## src/rtl/ascii_pkg.sv

```systemverilog
// ascii_pkg: definitions shared between the register dump sequencer and the core.
//   dump_state_t : sequencer FSM states
//   TXT_ATTR     : attribute bits appended below every character written to the text buffer
//   hex_to_ascii : 4-bit value -> ASCII '0'-'9' / 'A'-'F'
package ascii_pkg;

    localparam logic [23:0] TXT_ATTR     = 24'hFFFFFF;
    localparam logic [7:0]  ASCII_ZERO   = 8'h30;
    // 'A' - 10, so that nibble 10 lands on 'A'
    localparam logic [7:0]  ASCII_HEX_AF = 8'h37;

    typedef enum logic [2:0] {
        StIdle,
        StAddr,
        StCapture,
        StEmit,
        StFinish
    } dump_state_t;

    function automatic logic [7:0] hex_to_ascii(input logic [3:0] nibble);
        if (nibble < 4'd10) begin
            return ASCII_ZERO + {4'h0, nibble};
        end
        return ASCII_HEX_AF + {4'h0, nibble};
    endfunction

endpackage

```

## src/rtl/hex_nibble_ascii.sv

```systemverilog
// hex_nibble_ascii: combinational 4-bit -> 8-bit ASCII hex digit encoder.
//   nibble : value 0-15
//   ascii  : '0'-'9' (0x30-0x39) or 'A'-'F' (0x41-0x46)
module hex_nibble_ascii
    import ascii_pkg::*;
(
    input  logic [3:0] nibble,
    output logic [7:0] ascii
);

    assign ascii = hex_to_ascii(nibble);

endmodule

```

## src/rtl/reg_dump_sequencer.sv

```systemverilog
// reg_dump_sequencer: walks all architectural registers through the register file debug
// port and prints each as 8 hex characters on its own text row, while sharing the single
// text-buffer write port with CPU stores.
//   clk, rst                 : system clock, asynchronous active-high reset
//   start                    : begin a dump (only honoured while idle)
//   busy, done               : dump in progress / one-cycle completion pulse
//   dbg_reg_addr/dbg_reg_data: register file debug read port
//   cpu_req/addr/data, cpu_gnt: CPU text write request and same-cycle grant
//   txt_we/addr/data         : registered write port to the text buffer
module reg_dump_sequencer
    import ascii_pkg::*;
#(
    parameter int unsigned WORD_SIZE = 32,
    parameter int unsigned NUM_REGS  = 32,
    parameter int unsigned COLS      = 80,
    parameter int unsigned ADDR_W    = 13,
    parameter int unsigned STALL_MAX = 4
) (
    input  logic                 clk,
    input  logic                 rst,
    input  logic                 start,
    output logic                 busy,
    output logic                 done,
    output logic [4:0]           dbg_reg_addr,
    input  logic [WORD_SIZE-1:0] dbg_reg_data,
    input  logic                 cpu_req,
    input  logic [ADDR_W-1:0]    cpu_addr,
    input  logic [WORD_SIZE-1:0] cpu_data,
    output logic                 cpu_gnt,
    output logic                 txt_we,
    output logic [ADDR_W-1:0]    txt_addr,
    output logic [WORD_SIZE-1:0] txt_data
);

    localparam int unsigned STALL_W = $clog2(STALL_MAX + 1);
    localparam int unsigned IDX_W   = $clog2(WORD_SIZE);

    dump_state_t            state;
    logic [4:0]             reg_idx;
    logic [2:0]             col;
    logic [WORD_SIZE-1:0]   shadow;
    logic [STALL_W-1:0]     stall_cnt;

    logic                   in_emit;
    logic                   forced_slot;
    logic                   dump_issue;
    logic [IDX_W-1:0]       nib_lsb;
    logic [3:0]             nibble;
    logic [7:0]             ascii;
    logic [ADDR_W-1:0]      dump_addr;

    // CPU owns the port unless the dump has been starved STALL_MAX times in a row.
    assign in_emit     = (state == StEmit);
    assign forced_slot = in_emit && (stall_cnt == STALL_W'(STALL_MAX));
    assign cpu_gnt     = cpu_req & ~forced_slot;
    assign dump_issue  = in_emit & ~cpu_gnt;

    // Most significant nibble first.
    assign nib_lsb   = IDX_W'(WORD_SIZE - 4) - IDX_W'({col, 2'b00});
    assign nibble    = shadow[nib_lsb +: 4];
    assign dump_addr = ADDR_W'(reg_idx) * ADDR_W'(COLS) + ADDR_W'(col);

    hex_nibble_ascii u_hex_nibble_ascii (
        .nibble (nibble),
        .ascii  (ascii)
    );

    always_ff @(posedge clk or posedge rst) begin
        if (rst) begin
            state        <= StIdle;
            reg_idx      <= '0;
            col          <= '0;
            shadow       <= '0;
            stall_cnt    <= '0;
            busy         <= 1'b0;
            done         <= 1'b0;
            dbg_reg_addr <= '0;
        end else begin
            done <= 1'b0;
            unique case (state)
                StIdle: begin
                    if (start) begin
                        state        <= StAddr;
                        reg_idx      <= '0;
                        dbg_reg_addr <= '0;
                        busy         <= 1'b1;
                    end
                end
                // dbg_reg_addr was loaded on entry, giving the register file a full cycle.
                StAddr: begin
                    state <= StCapture;
                end
                StCapture: begin
                    shadow <= dbg_reg_data;
                    col    <= '0;
                    state  <= StEmit;
                end
                StEmit: begin
                    if (dump_issue) begin
                        stall_cnt <= '0;
                        if (col == 3'd7) begin
                            if (reg_idx == 5'(NUM_REGS - 1)) begin
                                state <= StFinish;
                                done  <= 1'b1;
                            end else begin
                                reg_idx      <= reg_idx + 5'd1;
                                dbg_reg_addr <= reg_idx + 5'd1;
                                state        <= StAddr;
                            end
                        end else begin
                            col <= col + 3'd1;
                        end
                    end else begin
                        stall_cnt <= stall_cnt + 1'b1;
                    end
                end
                StFinish: begin
                    state <= StIdle;
                    busy  <= 1'b0;
                end
                default: begin
                    state <= StIdle;
                    busy  <= 1'b0;
                end
            endcase
        end
    end

    // Text-buffer write port; address/data hold their last value when idle.
    always_ff @(posedge clk or posedge rst) begin
        if (rst) begin
            txt_we   <= 1'b0;
            txt_addr <= '0;
            txt_data <= '0;
        end else begin
            txt_we <= cpu_gnt | dump_issue;
            if (cpu_gnt) begin
                txt_addr <= cpu_addr;
                txt_data <= cpu_data;
            end else if (dump_issue) begin
                txt_addr <= dump_addr;
                txt_data <= WORD_SIZE'({ascii, TXT_ATTR});
            end
        end
    end

endmodule

```

## config.mk

```make
export PLATFORM = sky130hd
export DESIGN_NAME = reg_dump_sequencer
export DESIGN_NICKNAME = d
export VERILOG_FILES = /design/src/rtl/ascii_pkg.sv /design/src/rtl/hex_nibble_ascii.sv /design/src/rtl/reg_dump_sequencer.sv
export SDC_FILE = /design/constraint.sdc
export NUM_CORES = 1
export LEC_CHECK = 0
export CORE_MARGIN = 8
export CORE_UTILIZATION = 47
export CTS_CLUSTER_SIZE = 25
export DETAILED_ROUTE_END_ITERATION = 8
export PLACE_DENSITY = 0.88
export REMOVE_ABC_BUFFERS = 1
export SLEW_MARGIN = 20
export SYNTH_ARGS = -nofsm -noshare
export SYNTH_HDL_FRONTEND = slang
export SYNTH_HIERARCHICAL = 1
export SYNTH_SLANG_ARGS = --single-unit
```

## constraint.sdc

```tcl
create_clock -name clk -period 4.1 [get_ports clk]
set_input_delay 0.615 -clock clk [delete_from_list [all_inputs] [get_ports clk]]
set_output_delay 0.615 -clock clk [all_outputs]
set_load 0.005 [all_outputs]
```

==> qor.txt, run 1 <==
layout net count -> 554
clk sinks -> 94
WS Path Type -> reg2out
port buffer count -> 134
vias -> 3,209
CTS tree -> yes
min cycle time layout -> 3.07 ns
count of different cell masters after synthesis -> 49
# diodes -> 0
flops & latches, synth -> 94
largest net degree at the start of global routing -> 69
PD cells -> 579 mW/mm^2
CP Launch Type -> register
Non-Filler Instances -> 575
CTS clk-pin slew, worst paths -> 0.10 ns
Post-Synthesis Cells -> 329
drt first pass iters -> 6
most common cell after layout, fill and taps aside -> clkdlybuf4s50_1
initial antenna violation count -> 0
fmax -> 326 MHz
# DRC -> 0
CP Cell Sequence -> inv_1 > ha_1 > nand2_1 > o21ai_4 > inv_1 > clkdlybuf4s50_1
CTS resizes -> 0
Final period util -> 74.9%
GRT Residual Overflow -> 0
EDFF count, synth -> 0
RD Place Congestion -> 0.839
GRT Util Overall -> 17.9%
Area Growth Syn to Fin -> 38.4%
overall power -> 3.44 mW
top cell type's share of synthesized area -> 54.8%
crit-path leading delay family -> buffers and inverters
setup violators final -> 0
pins over their slew limit -> 0
# rows -> 35
TNS Setup -> 0 ns
cts bufs inserted -> 9
Detail Route Antenna Nets -> 0
Slowest-stage cell, CP -> o21ai_4
Worst Path Buf+Inv -> 3
RSZ-0062 raised after global routing -> no
leak pwr -> 2.55 nW
CP max stage delay -> 0.62 ns
WL final -> 11.1 mm
hold crit path type -> reg2reg
CP endpoint kind -> primary output
initial DRC count -> 178
Crit Path Max Fanout -> 26
layout cells sized above 1 -> 16.6%
Starting Density -> 47.3%
FILL cells -> 675
top area cells in the synthesized netlist -> dfrtp_1 55%, mux2_2 9.7%, o22a_1 5.1%
vias in the first global route -> 3,573
CP most frequent cell -> inv_1
Req. time, crit path -> 3.48 ns
Tightest Pin Transition -> 0.958 ns
Root Buffer -> clkbuf_8
syn_area_per_cell -> 13.0 um^2
Seq/Total Area, Yosys -> 54.8%
Top FF cell, synth -> dfrtp_1
leading area contributor after synthesis -> dfrtp_1
vias per cell -> 5.58
Hold Buf Count CTS -> 0
Core ar. -> 0.00906 mm^2
first-pass GRT wire length -> 18.1 mm
worst vdd ir -> 274 uV
Fin. Hold Viols -> 0
die height -> 112 um
Die ar. -> 0.0124 mm^2
Async S/R FF share, synth -> 100%
I/O Pins -> 135
final clock skew -> 0.0112 ns
hpwl dp -> 8.24 mm
Worst slew margin -> 36.1%
most frequent cells in the layout -> 134 x clkdlybuf4s50_1, 94 x dfrtp_1, 37 x mux2_2
die width -> 112 um
max capacitance violation total -> 0
CTS Buffer Depth -> 2
Post-CTS Setup Bufs -> 0
H-tree level count -> 3
synthesized area -> 0.00429 mm^2
placed insts -> 559
yosys warns -> 6
Clock Latency Late Sink -> 0.35 ns
run status -> complete, no violations
WL/cell -> 19.4 um
Arrival @ worst endpoint -> 2.46 ns
==> cell usage after synthesis (all sizes together), types with 3 or more instances <==
master / count
nand4: 3
nor2: 6
a21oi: 6
ha: 13
mux4: 8
a22o: 5
inv: 31
clkbuf: 6
nand3: 5
o22a: 25
nand2: 8
dfrtp: 94
xnor2: 3
mux2: 39
o21ai: 11
buf: 14
nor2b: 3
a222oi: 16
==> flip-flops by register name (all words and copies together) (netlist names) <==
signal	cells
txt_we	1
txt_data	32
shadow	32
stall_cnt	3
txt_addr	13
state	3
col	3
reg_idx	5
busy	1
done	1
==> report_power, final <==
group / internal [mW] / total, mW / switching (mW) / leakage (nW)
clock network: 0.346 / 0.681 / 0.335 / 0.110
logic: 0.793 / 1.30 / 0.509 / 1.34
registers: 1.21 / 1.46 / 0.247 / 1.11
==> layer usage <==
layer / global-route usage [%] / wire [um] / vias up
li1: - / - / 1482
met1: 20.7 / 4530 / 1599
met2: 31.2 / 5790 / 118
met3: 5.14 / 734 / 10
met4: 5.38 / 87 / 0
met5: 0 / 0 / -
==> cell families after synthesis <==
kind of cell | after synthesis | synth area share (%)
AND/OR/NAND/NOR | 40 | 5.43
AO/OA/AOI/OAI | 79 | 15.4
other | 1 | 0.0874
XOR/XNOR | 3 | 0.613
buffers and inverters | 51 | 4.93
flip-flops | 94 | 54.8
adder cells (fa/ha/maj) | 14 | 4.26
multiplexers | 47 | 14.4
==> layout make-up <==
class | count | area, um^2 | area share [%]
multi-input combinational | 184 | 1730 | 29.1
clock inverter | 7 | 95.1 | 1.60
sequential | 94 | 2350 | 39.6
timing repair buffer | 139 | 1380 | 23.2
clock buffer | 9 | 124 | 2.09
inverter | 31 | 119 | 2.00
tap | 111 | 139 | 2.34
==> worst paths after layout <==
path	depth (start not counted)	from	end	slack, ns
hold / removal	1	txt_data[23]	txt_data[23]	0.50
max in group asynchronous	3	rst	state[0]	2.59
setup / recovery	6	stall_cnt[0]	cpu_gnt	1.03
setup reg to reg	8	col[0]	txt_data[26]	1.27
min in group asynchronous	2	rst	txt_data[21]	0.78
hold reg to reg	1	txt_data[23]	txt_data[23]	0.50
==> through the flow <==
| step | instance area, um^2 | util, % | hold slack, ns | worst slack, ns |
|---|---|---|---|---|
| final | 5940 | 65.5 | 0.495 | 1.03 |
| after global routing | 5940 | 65.5 | 0.511 | 0.862 |
| after CTS | 5940 | 65.5 | 0.497 | 1.02 |
| after detailed placement | 5720 | 63.1 | 0.476 | 1.24 |
| after global placement | 5720 | 63.1 | 0.470 | 1.35 |
| after floorplan | 4190 | - | 0.475 | 1.04 |
Note: power is estimated with default switching activity, not from simulation.
==> inputs of run 2 (changes only) <==
Settings changed: CORE_UTILIZATION 47 to 42, PLACE_DENSITY 0.88 to 0.83.
Clock period 4.1 ns to 2.8 ns, I/O delays scaled along.
==> run 2 against run 1 <==
Net effect:
- cell area increased by 0.63%
- final cell count rose by 5.2%
- clock skew decreased by 0.00056 ns
- worst hold slack worse by 0.060 ns
- sequential power increased by 45%
- power up 44%
- flip-flop and latch count unchanged
- first-iteration DRC count grew 23%
- largest cell class unchanged
- clock-buffer cell count is 2 higher
==> qor.txt, run 2 (synthesized netlist as in run 1, its figures left out) <==
run status -> complete, no violations
placed cell area -> 0.00579 mm^2 (+1.2%)
die height -> 117 um (+5.0%)
port buffer count -> 134 (unchanged)
Post-CTS Setup Bufs -> 0 (unchanged)
# rows -> 37 (+5.7%)
Final Util -> 58.9% (-6.6 points)
Fin. Hold Viols -> 0 (unchanged)
setup violators final -> 0 (unchanged)
combinational power share -> 39.4% (+1.5 points)
clk sinks -> 94 (unchanged)
Tightest Pin Transition -> 0.513 ns (-0.445 ns)
initial DRC count -> 219 (+23%)
Arrival @ worst endpoint -> 2.73 ns (+0.27 ns)
pins over their slew limit -> 0 (unchanged)
most frequent cells in the layout -> 134 x clkdlybuf4s50_1, 94 x dfrtp_1, 37 x mux2_2
CTS clk-pin slew, worst paths -> 0.09 ns (about the same)
Die ar. -> 0.0137 mm^2 (+10%)
WL final -> 11.4 mm (+2.6%)
Clock power frac -> 17.9% (-1.9 points)
internal power -> 3.36 mW (+43%)
Starting Density -> 42.3% (-5.0 points)
WL/cell -> 18.9 um (-2.4%)
CP Launch Type -> register
drt first pass iters -> 8 (+2)
final non-filler cell area -> 0.00598 mm^2 (+0.63%)
vias per cell -> 5.48 (-1.8%)
vias in the first global route -> 3,616 (+1.2%)
Detail Route Antenna Nets -> 0 (unchanged)
min cycle time layout -> 2.48 ns
Psw -> 1.58 mW (+45%)
die width -> 117 um (+5.0%)
TNS Setup -> 0 ns (unchanged)
# DRC -> 0 (unchanged)
Core ar. -> 0.0101 mm^2 (+12%)
hpwl dp -> 8.62 mm (+4.5%)
Sw Share -> 32.0% (+0.29 points)
hold slack -> 0.435 ns (-0.0601 ns)
fmax -> 402 MHz
Area Growth Syn to Fin -> 39.3%
hold crit path type -> in2async
final clock skew -> 0.0107 ns (-0.000564 ns)
largest registers -> shadow: 32 flops, txt_data: 32 flops, txt_addr: 13 flops
setup slack, reg-to-reg -> 0.32 ns (-0.95 ns)
Worst slew margin -> 65.8% (+30 points)
WS Path Type -> reg2reg
Seq pwr share -> 42.7% (+0.4 points)
max capacitance violation total -> 0 (unchanged)
Crit Path Max Fanout -> 12 (-54%)
Worst R2R Path Depth -> 8 (unchanged)
GRT Util Overall -> 17.2% (-0.62 points)
CTS resizes -> 0 (unchanged)
GRT Residual Overflow -> 0 (unchanged)
CTS tree -> yes
most common cell after layout, fill and taps aside -> clkdlybuf4s50_1
Root Buffer -> clkbuf_8
initial antenna violation count -> 0 (unchanged)
RR Startpoint -> col[1]
first-pass GRT wire length -> 18.2 mm (+0.50%)
Clock Latency Late Sink -> 0.35 ns (about the same)
cts bufs inserted -> 9 (unchanged)
vias -> 3,317 (+3.4%)
Hold Buf Count CTS -> 0 (unchanged)
Final period util -> 88.7%
layout cells sized above 1 -> 16.8% (+0.25 points)
worst r2r dst -> txt_data[26]
H-tree level count -> 3 (unchanged)
leak pwr -> 2.56 nW (+0.21%)
PD cells -> 827 mW/mm^2 (+43%)
RD Place Congestion -> 0.796 (-5.1%)
RSZ-0062 raised after global routing -> no
CP endpoint kind -> register
CTS Buffer Depth -> 2 (unchanged)
overall power -> 4.94 mW (+44%)
FILL cells -> 809 (+20%)
Req. time, crit path -> 3.04 ns (-0.44 ns)
I/O Pins -> 135 (unchanged)
layout net count -> 559 (+0.90%)
# diodes -> 0 (unchanged)
largest net degree at the start of global routing -> 36 (-48%)
worst vdd ir -> 362 uV (+32%)
[run 2: cell count changes in the layout (fill, tap and decap cells not counted)]
cell,change
bufinv_16,-1
clkinv_2,-1
clkinvlp_4,+1
buf_4,+5
clkbuf_1,+2
inv_6,-1
nor2_2,-1
nor2_1,+1
[run 2: power groups by stage]
stage	Combinational (mW)	Sequential, mW	Clock (mW)
detailed placement	1.95	2.14	0
floorplan	1.20	2.05	0
finish	1.95	2.11	0.884
global route	2.13	2.17	0.962
CTS	1.97	2.11	0.916
global placement	1.86	2.12	0
[run 2: through the flow]
stage	worst slack, ns	instances
2_1_floorplan	-0.0687	309
5_1_grt	0.160	605
4_1_cts	0.302	605
6_report	0.315	605
3_5_place_dp	0.309	589
3_3_place_gp	0.396	589
[run 2: worst max path at each step]
stage | start | to | cells past startpoint
after detailed placement | col[0] | txt_data[26] | 8
final | col[1] | txt_data[26] | 8
after CTS | col[0] | txt_data[26] | 8
after global placement | col[0] | txt_data[26] | 7
after global routing | col[0] | txt_data[26] | 8
after floorplan | rst | busy | 1
[run 2: cell type report]
class	instances	area, um^2	area share (%)
Clock buffer	11	131	2.20
Sequential cell	94	2350	39.4
Multi-Input combinational cell	184	1730	28.9
Clock inverter	5	58.8	0.984
Inverter	31	119	1.99
Tap cell	136	170	2.85
Timing Repair Buffer	144	1420	23.7
[run 2: routing by layer]
layer,vias to the layer above,global-route usage [%],wire (um)
met4,0,5.55,121
met2,121,30.2,6070
met1,1690,19.6,4420
met5,-,0,0
li1,1497,-,-
met3,9,5.49,834
[run 2: critical path, stage by stage (launching register included)]
cell and delay (ns):
dfrtp_1 0.67, mux4_2 0.38, mux2_2 0.33, inv_1 0.07, ha_1 0.18, nand2_2 0.06
mux2_1 0.31, a222oi_1 0.30, inv_1 0.07
